**config.mk**
```make
export PLATFORM = sky130hd
export DESIGN_NAME = mem_arbiter
export DESIGN_NICKNAME = d
export VERILOG_FILES = /design/src/rtl/mem_arbiter.sv
export SDC_FILE = /design/constraint.sdc
export NUM_CORES = 1
export LEC_CHECK = 0
export ABC_AREA = 1
export ABC_CLOCK_PERIOD_IN_PS = 8900
export BUFFER_PORTS_ARGS = -buffer_cell sky130_fd_sc_hd__clkbuf_2
export CORE_MARGIN = 2
export CORE_UTILIZATION = 45
export DETAILED_ROUTE_END_ITERATION = 10
export HOLD_SLACK_MARGIN = 0.12
export PLACE_DENSITY = 0.75
export SYNTH_ARGS = -nofsm -noshare
export SYNTH_HDL_FRONTEND = slang
export SYNTH_SLANG_ARGS = --single-unit
```
**constraint.sdc**
```tcl
create_clock -name clk -period 8.9 [get_ports clk]
set_clock_uncertainty 0.2 [all_clocks]
set_input_delay 1.78 -clock clk [delete_from_list [all_inputs] [get_ports clk]]
set_output_delay 1.78 -clock clk [all_outputs]
set_load 0.01 [all_outputs]
```
**src/rtl/mem_arbiter.sv**
```systemverilog
// mem_arbiter: serialises icache refill and dcache read/write traffic onto one memory channel
// with write > read > instr priority, instr anti-starvation and an ack timeout.
module mem_arbiter #(
    parameter int AW = 32,
    parameter int DW = 32,
    parameter int MAXWAIT = 4,
    parameter int TIMEOUT = 255
) (
    input  logic          clk,
    input  logic          reset,
    input  logic          ireq,
    input  logic [AW-1:0] iadr,
    output logic [DW-1:0] idata,
    output logic          ival,
    input  logic          rreq,
    input  logic [AW-1:0] radr,
    output logic [DW-1:0] rdata,
    output logic          rval,
    input  logic          wreq,
    input  logic [AW-1:0] wadr,
    input  logic [DW-1:0] wdata,
    output logic          wval,
    output logic          mreq,
    output logic          mwe,
    output logic [AW-1:0] madr,
    output logic [DW-1:0] mwdata,
    input  logic [DW-1:0] mrdata,
    input  logic          mack,
    output logic          err,
    output logic [1:0]    grant,
    output logic          busy
);
    localparam int SW = $clog2(MAXWAIT + 1);
    typedef enum logic [1:0] {IDLE, ISSUE, DONE} state_t;
    state_t state, next;
    logic [SW-1:0] scnt;
    logic [7:0] wcnt;
    logic [1:0] win;
    logic ack, tmo;
    always_comb begin
        win = (ireq && scnt == SW'(MAXWAIT)) ? 2'd1 : wreq ? 2'd3 : rreq ? 2'd2 : ireq ? 2'd1 : 2'd0;
        ack = state == ISSUE && mack;
        tmo = state == ISSUE && !mack && wcnt == 8'(TIMEOUT - 1);
        next = state == IDLE ? (win != 2'd0 ? ISSUE : IDLE) :
               state == ISSUE ? (ack || tmo ? DONE : ISSUE) : IDLE;
    end
    always_ff @(posedge clk or posedge reset) begin
        if (reset) state <= IDLE;
        else state <= next;
    end
    always_ff @(posedge clk or posedge reset) begin
        if (reset) begin
            idata <= '0;
            rdata <= '0;
            ival <= 1'b0;
            rval <= 1'b0;
            wval <= 1'b0;
            mreq <= 1'b0;
            mwe <= 1'b0;
            madr <= '0;
            mwdata <= '0;
            err <= 1'b0;
            grant <= 2'd0;
            busy <= 1'b0;
            scnt <= '0;
            wcnt <= '0;
        end else begin
            mreq <= next == ISSUE;
            busy <= next != IDLE;
            ival <= 1'b0;
            rval <= 1'b0;
            wval <= 1'b0;
            err <= 1'b0;
            if (state == IDLE) begin
                // only data grants taken while ireq waits count towards starvation
                scnt <= (!ireq || win == 2'd1) ? '0 : (scnt != SW'(MAXWAIT)) ? scnt + 1'b1 : scnt;
                if (win != 2'd0) begin
                    grant <= win;
                    mwe <= win == 2'd3;
                    madr <= win == 2'd3 ? wadr : win == 2'd2 ? radr : iadr;
                    mwdata <= win == 2'd3 ? wdata : '0;
                    wcnt <= '0;
                end
            end
            if (state == ISSUE) begin
                wcnt <= wcnt + 1'b1;
                if (ack || tmo) begin
                    ival <= grant == 2'd1;
                    rval <= grant == 2'd2;
                    wval <= grant == 2'd3;
                    err <= tmo;
                    if (grant == 2'd1) idata <= ack ? mrdata : '0;
                    if (grant == 2'd2) rdata <= ack ? mrdata : '0;
                end
            end
            if (state == DONE) grant <= 2'd0;
        end
    end
endmodule

```
==> results of run 1 <==
[worst max-delay path, stage by stage]
cell	delay, ns
clkbuf_2	0.11
inv_2	0.05
nand3_1	0.16
nand2_4	0.56
nor2_2	0.63
buf_4	0.35
a22o_1	0.17
[flip-flops by register name (all words and copies together), names as in the netlist]
signal and cells:
rdata 32, wcnt 8, err 1, grant 2, busy 1, wval 1
mreq 1, state 2, mwdata 32, idata 32, mwe 1, ival 1
scnt 3, madr 32, rval 1
[placed cells by master, fill, tap and decap left out, types with 3 or more instances in the layout]
master and n:
dfrtp_1 150, buf_4 5, a22o_1 32, clkbuf_16 17, nor2_1 67, clkinv_2 3, inv_2 5, o21ai_0 43
clkinv_4 3, nand4_1 64, nand3_1 8, inv_1 17, inv_6 4, o21bai_1 32, ha_1 4, nand2_1 283
clkbuf_2 302, o21ai_1 4, bufinv_16 3
[how the worst min path moves through the flow]
stage | start | endpoint | slack [ns] | cells past startpoint
after global routing | rdata[16] | rdata[16] | 0.28 | 2
final | idata[25] | idata[25] | 0.27 | 2
after floorplan | wcnt[6] | wcnt[6] | 0.27 | 1
after CTS | idata[25] | idata[25] | 0.27 | 2
after detailed placement | rdata[17] | rdata[17] | 0.26 | 2
after global placement | idata[29] | idata[29] | 0.25 | 2
[cell families after synthesis]
group	count (synthesis)	share of synthesized area, %
and+or+nand+nor	437	27.4
DFF	150	54.0
AOI/OAI and AO/OA	114	11.1
buffers and inverters	81	6.39
adders and majority gates	4	0.720
xor gates and xnor gates	3	0.378
[metrics by stage]
| step | total power, W | cells | worst slack (ns) |
|---|---|---|---|
| global route | 0.00335 | 1261 | 5.00 |
| CTS | 0.00314 | 1260 | 5.20 |
| global placement | 0.00237 | 1228 | 4.81 |
| floorplan | 0.00194 | 789 | 2.88 |
| detailed placement | 0.00240 | 1228 | 4.77 |
| finish | 0.00312 | 1261 | 5.22 |
[per-layer routing]
layer / up-vias / global-route usage, % / share of wire, %
li1: 3168 / - / -
met1: 3052 / 30.1 / 42
met2: 254 / 38.5 / 48
met3: 40 / 5.72 / 7.5
met4: 0 / 9.31 / 2.7
met5: - / 0 / 0
[area by class of cell]
type	instances	share of cell area [%]
sequential	150	41.6
multi-input combinational	558	30.6
timing repair buffer	307	17.2
clock buffer	18	4.87
tap	188	2.61
clock inverter	14	1.92
inverter	25	1.12
antenna	1	0.0278
[power by group]
part | switching [W] | internal, W
registers | 0.000177 | 0.000982
logic | 0.000778 | 0.000450
clock network | 0.000285 | 0.000450
==> implementation parameters, run 1 <==
Parameter                              Value

Status
  Outcome ... finished clean

CTS
  Insertion delay of the later-clocked pin in the worst-skew pair ... roughly 0.42 ns
  Clock slew at the register clock pins of the worst setup and hold paths ... roughly 0.060 ns
  Post_cts resized ... 0
  Clock tree from TritonCTS ... done
  Cell chosen for the clock root ... clkbuf_16
  Buffer count from post-CTS setup fixing ... 0
  Clock Path Buffers ... 2
  CTS Hold Bufs ... 0
  Number of CTS-inserted buffers ... 17
  CTS sink cnt ... 150
  Htree depth ... 4

Cells and area
  Net count, final ... roughly 1.2k
  Footprint of the flip-flops and latches ... 3750 um^2
  Fraction of final layout cells sized beyond drive strength 1 ... 33.5%
  Final core occ ... 59.5%
  Filler Cell Count ... roughly 1.4k
  Multi-input gate area ... 2760 um^2
  Area growth from synthesis to final layout ... 29.6%
  Final standard cell area without fillers ... 9020 um^2

Setup path
  WS Path Type ... input port to flop
  FF-to-FF path depth ... 6
  Source of the critical timing path ... wreq
  Startpoint of the worst register-to-register path ... grant[0]
  Data arrival time of the critical path ... 3.84 ns
  Data required, critical path ... between 9 and 10 ns
  Startpoint class of the critical path ... input port
  Minimum setup slack among reg-to-reg paths ... roughly 5.8 ns
  Endpoint class of the critical path ... flop
  Peak fanout along the critical path ... ~100
  Critical Path Sink ... mwdata[23]
  Reg2reg end ... idata[27]

Power and ir drop
  Maximum resistive drop on vdd ... ~0.00017 V
  Leakage component of the power ... 5.04 nW
  Power density of the placed cells ... roughly 350 nW/um^2

Die
  Vertical die dimension ... ~130 um
  Placeable core region ... 15100 um^2
  Placement row count ... 45
  Overall die area ... approximately 16000 um^2
  Top-level port count ... around 300
  Die X-Extent ... between 100 and 150 um
  Initial standard-cell utilization of the core ... between 40 and 50%

Yosys
  Count of different cell masters after synthesis ... 32
  Number of synthesis warnings ... 0
  Count of flip-flops with a built-in enable after synthesis ... 0
  Share of async-settable or async-resettable flops after synthesis ... 100%
  Cell with the most instances after synthesis ... nand2_1
  Cells after synthesis ... between 700 and 800
  Largest cells by area after synthesis ... dfrtp_1, nand2_1, nand4_1, a22o_1, nor2_1
  Most instantiated cells after synthesis ... nand2_1, dfrtp_1, nor2_1
  Average cell area after synthesis ... slightly below 9 um^2
  Library cell occupying the most area in the post-synthesis netlist ... dfrtp_1
  Post-synthesis instance area ... 6960 um^2
  Leading register cell type out of synthesis ... dfrtp_1
  Number of synthesized register bits ... 150
  Synth top area share ... roughly 54%
  Post-synth net total ... approximately 960
  Share of the yosys chip area belonging to registers ... a little over half

Flow run
  Total of max-cap violations ... 0

STA
  Relative max-transition margin ... 25.7%
  Worst hold slack ... around 0.27 ns
  Peak Freq ... around 270 MHz
  Sum of negative setup slack ... 0 ns
  Shortest period the worst path allows ... between 3 and 4 ns
  Final count of pins violating max slew ... 0
  Final count of hold timing violations ... 0
  Share of the cycle needed by the critical path after routing ... 41.3%
  Actual transition at the worst max-transition pin ... 1.11 ns
  Number of failing setup endpoints in the final timing report ... 0
  RSZ-0062 raised after global routing ... no

Place
  DPL Wire Length ... about 13000 um
  Total placed instance area ... about 8400 um^2
  # port buffers ... 302
  Placer Congestion ... between 0.8 and 0.9

Global route
  Initial antenna violation count ... 1
  Global-route congestion overflow total ... 0
  Vias in the first global route ... just over 6k
  Global-route wire length before repair ... approximately 30000 um
  Pin count of the biggest net entering global routing ... between 100 and 150
  GRT Total Usage ... 23.5%

Detailed routing
  Number of nets with antenna violations after detailed routing ... 0
  Total Wirelength ... around 19000 um
  Total vias in the final route ... roughly 6.5k
  First-pass detailed-route iteration total ... 5
  Post-detailed-route DRC marker count ... 0
  DRC violation total after the first TritonRoute iteration ... 384
  Vias per cell ... ~5.2
  Routed length per instance ... approximately 15 um

Min path
  Worst min path class ... flop to flop
Note: power is estimated with default switching activity, not from simulation.
==> inputs of run 2 (changes only) <==
Settings changed: ABC_CLOCK_PERIOD_IN_PS 8900 to 3200, CORE_UTILIZATION 45 to 43.
Clock period 8.9 ns to 3.2 ns, I/O delays scaled along.
==> implementation parameters, run 2 (synthesized netlist as in run 1, its figures left out) <==
Parameter                              Value

Status
  Outcome ... finished clean (unchanged)

Die
  Die X-Extent ... 131 um (was 128 um)
  Top-level port count ... 303 (unchanged)
  Placeable core region ... 15800 um^2 (was 15100 um^2)
  Placement row count ... 46 (was 45)
  Vertical die dimension ... 131 um (was 128 um)
  Overall die area ... 17200 um^2 (was 16500 um^2)
  Initial standard-cell utilization of the core ... 43.9% (was 45.9%)

Global route
  GRT Total Usage ... 23.2% (was 23.5%)
  Pin count of the biggest net entering global routing ... 103 (was 104)
  Global-route wire length before repair ... 32100 um (was 30700 um)
  Initial antenna violation count ... 0 (was 1)
  Global-route congestion overflow total ... 0 (unchanged)
  Vias in the first global route ... 6331 (was 6221)

Cells and area
  Net count, final ... 1236 (was 1229)
  Leading cell type in the layout, fill and taps excluded ... clkbuf_2 (unchanged)
  Fraction of final layout cells sized beyond drive strength 1 ... 33.7% (was 33.5%)
  Area growth from synthesis to final layout ... 31.0% (was 29.6%)
  Commonest cells after routing, fill and taps aside ... clkbuf_2, nand2_1, dfrtp_1 (unchanged)
  Count of inserted antenna diode cells ... 0 (was 1)
  Filler Cell Count ... 1419 (was 1376)

STA
  Number of failing setup endpoints in the final timing report ... 0 (unchanged)
  Relative max-transition margin ... 35.8% (was 25.7%)
  Share of the cycle needed by the critical path after routing ... 68.7%
  Actual transition at the worst max-transition pin ... 0.961 ns (was 1.11 ns)
  Worst hold slack ... 0.225 ns (was 0.265 ns)
  Sum of negative setup slack ... 0 ns (unchanged)
  RSZ-0062 raised after global routing ... no (unchanged)
  Final count of pins violating max slew ... 0 (unchanged)
  Peak Freq ... approximately 450 MHz
  Final count of hold timing violations ... 0 (unchanged)
  Shortest period the worst path allows ... about 2.2 ns

Setup path
  Data required, critical path ... 2.36 ns (was 9.06 ns)
  Startpoint of the worst register-to-register path ... scnt[0] (was grant[0])
  Sum of buffers and inverters on the critical path ... 1 (was 3)
  Endpoint class of the critical path ... primary output (was flop)
  Slowest CP cell ... dfrtp_1 (was nor2_2)
  Slowest cell delay on critical path ... 0.70 ns (was 0.63 ns)
  Data arrival time of the critical path ... 1.36 ns (was 3.84 ns)
  Startpoint class of the critical path ... flop (was input port)
  Top Family by Delay on Critical Path ... flip-flops (was simple AND/OR/NAND/NOR gates)
  Chain of cells forming the critical path ... clkbuf_2 (was clkbuf_2, inv_2, nand3_1, nand2_4, nor2_2, buf_4, a22o_1)
  WS Path Type ... flop to primary output (was input port to flop)
  Minimum setup slack among reg-to-reg paths ... 1.01 ns (was 5.78 ns)
  Peak fanout along the critical path ... 14 (was 103)
  Source of the critical timing path ... grant[1] (was wreq)

CTS
  Cell chosen for the clock root ... clkbuf_16 (unchanged)
  Clock tree from TritonCTS ... done (unchanged)
  Number of CTS-inserted buffers ... 17 (unchanged)
  Clock Path Buffers ... 2 (unchanged)
  CTS sink cnt ... 150 (unchanged)
  Insertion delay of the later-clocked pin in the worst-skew pair ... 0.43 ns (was 0.42 ns)
  Clock slew at the register clock pins of the worst setup and hold paths ... 0.06 ns (about the same)
  Htree depth ... 4 (unchanged)
  Post_cts resized ... 0 (unchanged)

Min path
  Worst min path class ... input port to flop (was flop to flop)
  Hold path startpoint ... mack (was idata[25])

Detailed routing
  Total Wirelength ... 19500 um (was 19300 um)
  Post-detailed-route DRC marker count ... 0 (unchanged)
  Routed length per instance ... 15.1 um (was 15.3 um)
  First-pass detailed-route iteration total ... 4 (was 5)
  Total vias in the final route ... 6527 (was 6514)
  Number of nets with antenna violations after detailed routing ... 0 (unchanged)
  DRC violation total after the first TritonRoute iteration ... 440 (was 384)
  Vias per cell ... 5.04 (was 5.17)

Place
  DPL Wire Length ... 13600 um (was 13300 um)
  Placer Congestion ... 0.796 (was 0.816)
  # port buffers ... 302 (unchanged)

Power and ir drop
  Leakage component of the power ... 5.06 nW (was 5.04 nW)
  Maximum resistive drop on vdd ... 0.000375 V (was 0.000172 V)
  Power density of the placed cells ... 941 nW/um^2 (was 346 nW/um^2)

Flow run
  Total of max-cap violations ... 0 (unchanged)
==> run 2: power breakdown <==
group	total, W	internal, W	leakage [nW]	switching, W
Clock	0.00188	0.00104	0.269	0.000847
Sequential	0.00326	0.00273	1.90	0.000530
Combinational	0.00343	0.00130	2.89	0.00213
==> run 2: final timing paths <==
path / end / depth (start not counted)
worst min-delay path: err / 2
worst max register to register: madr[17] / 8
max in group asynchronous: mwdata[18] / 4
min in group asynchronous: busy / 3
worst min register to register: rdata[29] / 2
worst max-delay path: grant[1] / 1
==> run 2: cell type report <==
cell class / count / area, um^2 / share of cell area, %
Multi-Input combinational cell: 558 / 2760 / 30.3
Sequential cell: 150 / 3750 / 41.2
Timing Repair Buffer: 314 / 1670 / 18.3
Clock buffer: 19 / 443 / 4.86
Tap cell: 216 / 270 / 2.97
Clock inverter: 13 / 113 / 1.24
Inverter: 25 / 100 / 1.10
==> run 2: per-layer routing <==
metal | wire length (um) | vias up | global-route usage (%)
met1 | 8170 | 3023 | 29.9
met4 | 399 | 0 | 8.21
met5 | 0 | - | 0
met3 | 1580 | 31 | 6.71
li1 | - | 3175 | -
met2 | 9370 | 298 | 37.4
==> run 2: what timing repair did <==
action,CTS,global route
hold buffers,1,0
setup buffers,0,0
hold endpoints to repair,23,0
setup endpoints to repair,0,0
==> run 2: stage by stage <==
stage	util (%)	power, W	cell area, um^2	std cells	worst slack [ns]
floorplan	-	0.00538	6960	789	0.471
CTS	57.5	0.00865	9110	1295	0.983
detailed placement	54.0	0.00673	8540	1262	0.783
finish	57.5	0.00857	9110	1295	1.00
global placement	54.0	0.00666	8540	1262	0.846
global route	57.5	0.00918	9110	1295	0.768
==> inputs of run 3 (changes only) <==
Settings changed: ABC_AREA 1 to 0, ABC_CLOCK_PERIOD_IN_PS 3200 to 2100, CORE_UTILIZATION 43 to 45, PLACE_DENSITY 0.75 to 0.76.
Clock period 3.2 ns to 2.1 ns, I/O delays scaled along.
==> implementation parameters, run 3 <==
Parameter                              Value

Setup path
  Endpoint class of the critical path ... flop (was primary output)
  Peak fanout along the critical path ... 33 (was 14)
  Startpoint class of the critical path ... flop (unchanged)
  Data arrival time of the critical path ... 2.12 ns (was 1.36 ns)
  Data required, critical path ... 2.19 ns (was 2.36 ns)
  WS Path Type ... flop to flop (was flop to primary output)

Die
  Top-level port count ... 303 (unchanged)
  Placement row count ... 44 (was 46)
  Die X-Extent ... 126 um (was 131 um)
  Overall die area ... 15900 um^2 (was 17200 um^2)
  Initial standard-cell utilization of the core ... 46.0% (was 43.9%)
  Vertical die dimension ... 126 um (was 131 um)
  Placeable core region ... 14500 um^2 (was 15800 um^2)

Place
  # port buffers ... 302 (unchanged)
  Placed Instances ... 1103 (was 1262)
  Place WS ... 0.0707 ns (was 0.783 ns)
  Total placed instance area ... 8560 um^2 (was 8540 um^2)
  Placer Congestion ... 0.816 (was 0.796)
  DPL Wire Length ... 13500 um (was 13600 um)

Yosys
  Count of flip-flops with a built-in enable after synthesis ... 0 (unchanged)
  Post-synthesis instance area ... 6690 um^2 (was 6960 um^2)
  Synth top area share ... 56.1% (was 54.0%)
  Share of the yosys chip area belonging to registers ... 56.1% (was 54.0%)
  Largest cells by area after synthesis ... dfrtp_1, o2bb2ai_1, a22o_1, o221ai_1, nor2_1 (was dfrtp_1, nand2_1, nand4_1, a22o_1, nor2_1)
  Library cell occupying the most area in the post-synthesis netlist ... dfrtp_1 (unchanged)
  Most instantiated cells after synthesis ... dfrtp_1, nor2_1, o2bb2ai_1 (was nand2_1, dfrtp_1, nor2_1)
  Cells after synthesis ... 644 (was 789)
  Average cell area after synthesis ... 10.4 um^2 (was 8.82 um^2)
  Share of async-settable or async-resettable flops after synthesis ... 100% (unchanged)
  Count of different cell masters after synthesis ... 38 (was 32)
  Post-synth net total ... 814 (was 959)
  Leading register cell type out of synthesis ... dfrtp_1 (unchanged)
  Number of synthesis warnings ... 0 (unchanged)
  Number of synthesized register bits ... 150 (unchanged)
  Cell with the most instances after synthesis ... dfrtp_1 (was nand2_1)

STA
  Worst hold slack ... 0.123 ns (was 0.225 ns)
  Relative max-transition margin ... 65.3% (was 35.8%)
  Peak Freq ... roughly 490 MHz
  Share of the cycle needed by the critical path after routing ... between 90 and 100%
  Final count of hold timing violations ... 0 (unchanged)
  Final count of pins violating max slew ... 0 (unchanged)
  Slack of the critical path ... 0.0653 ns (was 1.00 ns)
  RSZ-0062 raised after global routing ... no (unchanged)
  Shortest period the worst path allows ... roughly 2.0 ns
  Actual transition at the worst max-transition pin ... 0.521 ns (was 0.961 ns)
  Number of failing setup endpoints in the final timing report ... 0 (unchanged)

CTS
  Number of CTS-inserted buffers ... 17 (unchanged)
  Clock slew at the register clock pins of the worst setup and hold paths ... 0.07 ns (was 0.06 ns)
  Htree depth ... 4 (unchanged)
  Cell chosen for the clock root ... clkbuf_16 (unchanged)
  Clock tree from TritonCTS ... done (unchanged)
  Insertion delay of the later-clocked pin in the worst-skew pair ... 0.42 ns (was 0.43 ns)
  Post_cts resized ... 0 (unchanged)
  CTS sink cnt ... 150 (unchanged)
  Clock Path Buffers ... 2 (unchanged)

Cells and area
  Net count, final ... 1187 (was 1236)
  Filler Cell Count ... 1066 (was 1419)
  Fraction of final layout cells sized beyond drive strength 1 ... 35.9% (was 33.7%)
  Final standard cell area without fillers ... 10000 um^2 (was 9110 um^2)
  Leading cell type in the layout, fill and taps excluded ... clkbuf_2 (unchanged)
  Area growth from synthesis to final layout ... 49.7% (was 31.0%)
  Multi-input gate area ... 2540 um^2 (was 2760 um^2)
  Final non-filler cell total ... 1220 (was 1295)
  Footprint of the flip-flops and latches ... 3750 um^2 (unchanged)
  Commonest cells after routing, fill and taps aside ... clkbuf_2, dfrtp_1, dlygate4sd3_1 (was clkbuf_2, nand2_1, dfrtp_1)

Detailed routing
  Total Wirelength ... 21500 um (was 19500 um)
  Routed length per instance ... 17.6 um (was 15.1 um)
  Number of nets with antenna violations after detailed routing ... 0 (unchanged)
  Post-detailed-route DRC marker count ... 0 (unchanged)
  First-pass detailed-route iteration total ... 4 (unchanged)
  Vias per cell ... 5.43 (was 5.04)
  DRC violation total after the first TritonRoute iteration ... 413 (was 440)
  Total vias in the final route ... 6623 (was 6527)

Power and ir drop
  Net switching component of the power ... 0.00510 W (was 0.00351 W)
  Maximum resistive drop on vdd ... 0.000634 V (was 0.000375 V)
  Power density of the placed cells ... 1370 nW/um^2 (was 941 nW/um^2)
  Clock network power share ... 24.3% (was 22.0%)
  Total internal power ... 0.00864 W (was 0.00507 W)
  Share of total power in sequential cells ... 37.0% (was 38.0%)
  Net switching share of the total power ... 37.1% (was 40.9%)
  Combinational Power Share ... 38.7% (was 40.0%)
  Leakage component of the power ... 5.07 nW (was 5.06 nW)

Flow run
  Total of max-cap violations ... 0 (unchanged)

Global route
  Global-route congestion overflow total ... 0 (unchanged)
  GRT Total Usage ... 26.9% (was 23.2%)
  Initial antenna violation count ... 3 (was 0)
  Pin count of the biggest net entering global routing ... 88 (was 103)
  Vias in the first global route ... 6701 (was 6331)
  Global-route wire length before repair ... 34200 um (was 32100 um)

Min path
  Worst min path class ... input port to flop (unchanged)

Status
  Outcome ... finished clean (unchanged)
## run 3: changes by cell type in the layout (fill, tap and decap cells not counted), moves of 6 or more
cell           change
a31oi_1           +31
diode_2            +6
o21bai_1          -32
buf_12             +6
inv_1             +21
buf_4             +14
nand2b_1          +33
nand2_1          -241
nand4_1           -63
o221ai_1          +32
dlygate4sd3_1     +78
o2bb2ai_1         +63
## run 3: through the flow
step                      total power, W  utilization [%]  TNS, ns
after global placement            0.0101             58.9        0
after CTS                         0.0137             68.8        0
final                             0.0137             68.9        0
after floorplan                  0.00779                -   -61.35
after global routing              0.0145             68.9        0
after detailed placement          0.0102             58.9        0
## run 3: final timing paths
kind,startpoint,to,slack (ns),cells past startpoint
max,wcnt[5],rdata[25],0.07,5
min,wadr[11],madr[11],0.12,3
max reg2reg,wcnt[5],rdata[25],0.07,5
min reg2reg,madr[18],madr[18],0.28,2
max in group asynchronous,reset,wcnt[4],0.78,4
min in group asynchronous,reset,busy,0.46,4
## run 3: routing by layer
layer / vias to the layer above / share of wire (%) / global-route usage (%)
met1: 3152 / 39 / 32.6
met5: - / 0 / 0
met2: 349 / 50 / 45.8
met3: 43 / 7.8 / 6.92
met4: 0 / 2.7 / 11.4
li1: 3079 / - / -
## run 3: power by group through the flow
| stage | Sequential (W) | Combinational, W | Clock (W) |
|---|---|---|---|
| after floorplan | 0.00554 | 0.00225 | 0 |
| after global placement | 0.00505 | 0.00505 | 0 |
| after detailed placement | 0.00505 | 0.00517 | 0 |
| after CTS | 0.00504 | 0.00530 | 0.00338 |
| after global routing | 0.00523 | 0.00577 | 0.00354 |
| final | 0.00508 | 0.00532 | 0.00334 |
## run 3: final cells by class
cell class                      count  share of cell area, %
Sequential cell                   150                   37.5
Timing Repair Buffer              412                   26.7
Multi-Input combinational cell    397                   25.4
Clock buffer                       17                   4.25
Tap cell                          184                   2.30
Clock inverter                     15                   2.27
Inverter                           39                   1.50
Antenna cell                        6                  0.150
## run 3: critical path: stages, from the launching register on
cell and delay (ns):
dfrtp_1 0.38, and4_1 0.26, a41oi_1 0.16, or4_1 0.55, buf_12 0.20, o2bb2ai_1 0.16
## run 3: timing repair
action,in CTS,in global routing
hold endpoints to repair,258,0
hold buffers,79,0
endpoints found under the setup margin,0,0
buffers inserted,0,0
## run 3: cells by family (layout without fill, tap and decap cells)
group	Yosys count	count (layout)	share of synthesized area, %
compound gates	215	215	24.3
simple gates	173	173	12.1
flops	150	150	56.1
buf+inv	97	483	6.10
fa+ha+maj	4	4	0.748
xor+xnor	4	4	0.524
mux	1	1	0.150
other cells	0	6	0
